===== src/rtl/regfile_scan_pkg.sv =====
// regfile_scan_pkg: shared types, constants and checksum helper for the register file scan controller.
package regfile_scan_pkg;

    typedef enum logic [1:0] {IDLE, DUMP, LOAD, DONE} scan_state_e;

    localparam logic MODE_DUMP = 1'b0;
    localparam logic MODE_LOAD = 1'b1;
    localparam int NREGS_DEF = 32;
    localparam int XLEN_DEF = 32;

    // Rotate-left-by-one then fold in the new word.
    function automatic logic [XLEN_DEF-1:0] cks_step(input logic [XLEN_DEF-1:0] c,
                                                     input logic [XLEN_DEF-1:0] w);
        return {c[XLEN_DEF-2:0], c[XLEN_DEF-1]} ^ w;
    endfunction

endpackage


===== src/rtl/regfile_scan_ctrl.sv =====
// regfile_scan_ctrl: debug-side initiator that dumps or loads x0..x31 over valid/ready channels.
// Define REGFILE_SCAN_CHECKSUM_EN to build the rotate-XOR checksum over every scanned word.
module regfile_scan_ctrl
    import regfile_scan_pkg::*;
#(
    parameter int NREGS = NREGS_DEF,
    parameter int AW    = 5,
    parameter int XLEN  = XLEN_DEF
) (
    input  logic            clk,
    input  logic            reset,
    input  logic            start_i,
    input  logic            mode_i,
    output logic            busy_o,
    output logic            done_o,
    output logic [AW-1:0]   rf_addr_o,
    input  logic [XLEN-1:0] rf_rdata_i,
    output logic            rf_we_o,
    output logic [XLEN-1:0] rf_wdata_o,
    output logic            out_valid_o,
    input  logic            out_ready_i,
    output logic [XLEN-1:0] out_data_o,
    output logic [AW-1:0]   out_idx_o,
    input  logic            in_valid_i,
    output logic            in_ready_o,
    input  logic [XLEN-1:0] in_data_i,
    output logic [XLEN-1:0] checksum_o
);

    scan_state_e     state_q, state_d;
    logic [AW-1:0]   idx_q, idx_d;
    logic [XLEN-1:0] out_data_q, out_data_d;
    logic            last;

    assign last       = idx_q == AW'(NREGS - 1);
    assign out_data_o = out_data_q;
    assign out_idx_o  = idx_q;

    always_ff @(posedge clk or posedge reset) begin
        if (reset) begin
            state_q    <= IDLE;
            idx_q      <= '0;
            out_data_q <= '0;
        end else begin
            state_q    <= state_d;
            idx_q      <= idx_d;
            out_data_q <= out_data_d;
        end
    end

    // In DUMP the read port looks one register ahead so the next word is ready at the handshake.
    always_comb begin
        state_d     = state_q;
        idx_d       = idx_q;
        out_data_d  = out_data_q;
        busy_o      = state_q != IDLE;
        done_o      = 1'b0;
        rf_addr_o   = '0;
        rf_we_o     = 1'b0;
        rf_wdata_o  = '0;
        out_valid_o = 1'b0;
        in_ready_o  = 1'b0;
        case (state_q)
            IDLE: begin
                if (start_i) begin
                    idx_d      = '0;
                    state_d    = mode_i == MODE_LOAD ? LOAD : DUMP;
                    out_data_d = mode_i == MODE_DUMP ? rf_rdata_i : out_data_q;
                end
            end
            DUMP: begin
                out_valid_o = 1'b1;
                rf_addr_o   = idx_q + 1'b1;
                if (out_ready_i) begin
                    state_d    = last ? DONE : DUMP;
                    idx_d      = last ? idx_q : idx_q + 1'b1;
                    out_data_d = last ? out_data_q : rf_rdata_i;
                end
            end
            LOAD: begin
                in_ready_o = 1'b1;
                rf_addr_o  = idx_q;
                rf_wdata_o = in_data_i;
                rf_we_o    = in_valid_i && (idx_q != '0);
                if (in_valid_i) begin
                    state_d = last ? DONE : LOAD;
                    idx_d   = idx_q + 1'b1;
                end
            end
            DONE: begin
                done_o  = 1'b1;
                state_d = IDLE;
            end
            default: state_d = IDLE;
        endcase
    end

`ifdef REGFILE_SCAN_CHECKSUM_EN
    logic [XLEN-1:0] cks_q;
    logic            scan_hs;

    assign scan_hs    = (state_q == DUMP && out_ready_i) || (state_q == LOAD && in_valid_i);
    assign checksum_o = cks_q;

    always_ff @(posedge clk or posedge reset) begin
        if (reset)
            cks_q <= '0;
        else if (state_q == IDLE && start_i)
            cks_q <= '0;
        else if (scan_hs)
            cks_q <= cks_step(cks_q, state_q == DUMP ? out_data_q : in_data_i);
    end
`else
    assign checksum_o = '0;
`endif

endmodule


===== config.mk =====
export PLATFORM = sky130hd
export DESIGN_NAME = regfile_scan_ctrl
export DESIGN_NICKNAME = d
export VERILOG_FILES = /design/src/rtl/regfile_scan_pkg.sv /design/src/rtl/regfile_scan_ctrl.sv
export SDC_FILE = /design/constraint.sdc
export NUM_CORES = 1
export LEC_CHECK = 0
export BUFFER_PORTS_ARGS = -buffer_cell sky130_fd_sc_hd__buf_2
export CAP_MARGIN = 10
export CORE_MARGIN = 3
export CORE_UTILIZATION = 43
export DETAILED_ROUTE_END_ITERATION = 10
export HOLD_SLACK_MARGIN = 0.15
export PLACE_DENSITY_LB_ADDON = 0.08
export SYNTH_ARGS = -nofsm -noshare
export SYNTH_HDL_FRONTEND = slang
export SYNTH_SLANG_ARGS = --single-unit
export TNS_END_PERCENT = 10

===== constraint.sdc =====
create_clock -name clk -period 4.7 [get_ports clk]
set_clock_uncertainty 0.1 [all_clocks]
set_input_delay 0.47 -clock clk [delete_from_list [all_inputs] [get_ports clk]]
set_output_delay 0.47 -clock clk [all_outputs]
set_load 0.005 [all_outputs]

==> results.sh <==
export IMPL_fin_crit_sh=0.581
export IMPL_timing_fmax_ghz=0.366
export IMPL_maxCapViolations=0
export IMPL_cts_buffers=5
export IMPL_synth_flop_cell="dfrtp_1"
export IMPL_routed_via_density=4.45
export IMPL_dr_pass1_iters=4
export IMPL_fill_cells=472
export IMPL_grt_overflow=0
export IMPL_die_w_um=79.5
export IMPL_cts_sinks=39
export IMPL_netlist_area_um2=2320
export IMPL_grt_pass1_wl_mm=7.78
export IMPL_finish_utilization=0.595
export IMPL_hpwlAfterDp_mm=4.06
export IMPL_yosysMostFrequentCell="dfrtp_1"
export IMPL_port_buffers=148
export IMPL_dp_cells=424
export IMPL_slew_viol_final=0
export IMPL_grt_max_degree=44
export IMPL_die_area_um2=6320
export IMPL_routedWlPerCell_um=12.0
export IMPL_clk_pin_slew_worst_paths_ns=0.07
export IMPL_drc_errors=0
export IMPL_ys_top_cells_by_count="39 x dfrtp_1, 35 x buf_4, 32 x and2_1, 32 x mux2_1, 10 x nand2_1"
export IMPL_detail_route_antenna_nets=0
export IMPL_setup_viol=0
export IMPL_die_h_um=79.5
export IMPL_synth_edf_count=0
export IMPL_groute_usage_overall=0.156
export IMPL_wl_mm=5.20
export IMPL_stdcell_count=432
export IMPL_cts_repair_resized=0
export IMPL_postCtsHoldBufs=0
export IMPL_cp_arrival_ns=2.16
export IMPL_worst_ep_required_time_ns=4.13
export IMPL_p_total_mw=1.71
export IMPL_crit_path_max_fanout=43
export IMPL_vdd_ir_drop_max_mv=0.355
export IMPL_gp_congestion=0.784
export IMPL_insertion_delay_ns=0.29
export IMPL_drtIter0Drc=35
export IMPL_async_reset_ff_frac=1.00
export IMPL_h_tree_depth=2
export IMPL_hold_violations=0
export IMPL_multi_input_area_um2=1140
export IMPL_fin_crit_ns=2.73
export IMPL_layout_nets=439
export IMPL_synth_cell_types=31
export IMPL_synth_warnings=0
export IMPL_synth_seq_cells=39
export IMPL_rsz0062_at_grt="false"
export IMPL_p_per_area_nw_per_um2=557
export IMPL_antennaDiodeCount=0
export IMPL_startpoint_type="flop"
export IMPL_synthToLayoutAreaGrowth_pct=32.5
export IMPL_worstSetupEndpointType="primary output"
export IMPL_synthTopCellsByArea="dfrtp_1 42%, mux2_1 16%, buf_4 11%, and2_1 8.6%, ha_1 4.3%"
export IMPL_status="complete, no violations"
export IMPL_layout_drive_gt1_share=0.448
export IMPL_post_cts_setup_buffers=0
export IMPL_regArea_um2=976
export IMPL_antenna_found_initial=0
export IMPL_initial_core_util=0.449
export IMPL_grt_pass1_vias=1737
export IMPL_clockBufferDepth=2
export IMPL_setup_tns_ns=0
export IMPL_synth_top_area_frac=0.420
export IMPL_worst_pin_slew_ns=1.04
export IMPL_fp_row_count=26
export IMPL_cts_tree="yes"
export IMPL_fp_coreArea_um2=5170
export IMPL_num_vias=1924
export IMPL_synth_largest_area_cell="dfrtp_1"
export IMPL_ios=181
export IMPL_worstSetupPathType="reg -> out"
export IMPL_ys_seq_area_frac=0.420
export IMPL_clockRootBuffer="clkbuf_8"
export IMPL_relSlewSlack=0.309
export IMPL_power_leakage_nw=1.71
export IMPL_syn_inst=214
export IMPL_hold_path_class="in -> async"
export IMPL_syn_avg_cell_area_um2=10.9
cell type report:
class                           instances  share of cell area
Multi-Input combinational cell        156               0.371
Sequential cell                        39               0.317
Timing Repair Buffer                  150               0.246
Tap cell                               70              0.0285
Clock buffer                            7              0.0248
Inverter                                9              0.0110
Clock inverter                          1             0.00163
registers in the layout, indices dropped and copies added, names as in the netlist:
name,flops
out_data_o,32
out_idx_o,5
state_q,2
where the power goes:
part           total (mW)  leakage [nW]  switching (mW)  internal (mW)
Combinational       0.906          1.21           0.433          0.473
Clock               0.214        0.0422           0.110          0.104
Sequential          0.592         0.465          0.0870          0.505
Total                1.71          1.71           0.630           1.08
worst max-delay path: stages, from the launching register on:
cell     delay (ns)
dfrtp_1        0.41
inv_1          0.11
ha_1           0.85
a21o_1         0.20
nand2_1        0.05
a21oi_1        0.12
buf_2          0.13
layer usage:
| metal | global-route usage | vias up | part of all wire |
|---|---|---|---|
| li1 | - | 942 | - |
| met1 | 0.180 | 875 | 0.40 |
| met2 | 0.273 | 98 | 0.48 |
| met3 | 0.0327 | 9 | 0.092 |
| met4 | 0.0773 | 0 | 0.022 |
| met5 | 0 | - | 0 |
worst paths after layout:
| check | start | endpoint | slack, ns | cells past startpoint |
|---|---|---|---|---|
| worst max register to register | out_idx_o[0]$_DFFE_PP0P_ | out_data_o[18]$_DFFE_PP0P_ | 2.25 | 7 |
| worst min register to register | out_data_o[30]$_DFFE_PP0P_ | out_data_o[30]$_DFFE_PP0P_ | 0.38 | 1 |
| min in group clk | rf_rdata_i[8] | out_data_o[8]$_DFFE_PP0P_ | 0.29 | 2 |
| max in group asynchronous | reset | out_data_o[28]$_DFFE_PP0P_ | 3.96 | 3 |
| worst min-delay path | reset | out_data_o[12]$_DFFE_PP0P_ | 0.20 | 3 |
| worst max-delay path | state_q[0]$_DFFE_PP0P_ | rf_addr_o[3] | 1.97 | 6 |
metrics by stage:
stage / setup WS, ns / cell area, µm² / hold slack, ns
floorplan: 2.52 / 2440 / 0.383
global placement: 2.25 / 3000 / 0.361
detailed placement: 2.21 / 3000 / 0.369
CTS: 1.89 / 3080 / 0.202
global route: 1.69 / 3080 / 0.241
finish: 1.97 / 3080 / 0.196
cell usage in the layout, fill, tap and decap left out:
master	instances
a211oi_1	1
a21boi_0	1
a21o_1	1
a21oi_1	5
a22oi_1	2
a22oi_2	1
a41oi_1	1
and2_1	32
and3_1	1
and4b_1	1
buf_2	148
buf_4	2
clkbuf_1	2
clkbuf_8	5
clkinv_2	1
conb_1	32
dfrtp_1	39
ha_1	8
inv_1	9
mux2_1	32
mux2_2	3
mux2i_1	3
nand2_1	10
nand2b_1	2
nand3_1	4
nand3b_1	1
nor2b_1	7
nor2b_4	1
nor3_1	1
nor4b_4	1
o21ai_0	2
o221ai_1	2
or3_1	1
kinds of logic (layout without fill, tap and decap cells):
logic type	Yosys count	after routing	share of synthesized area
fa+ha+maj	8	8	0.0431
buf+inv	50	167	0.138
mux	38	38	0.183
simple gates	62	62	0.166
flops	39	39	0.420
other cells	1	32	0.00161
compound gates	16	16	0.0480
Power figures use the tool's default switching activity.
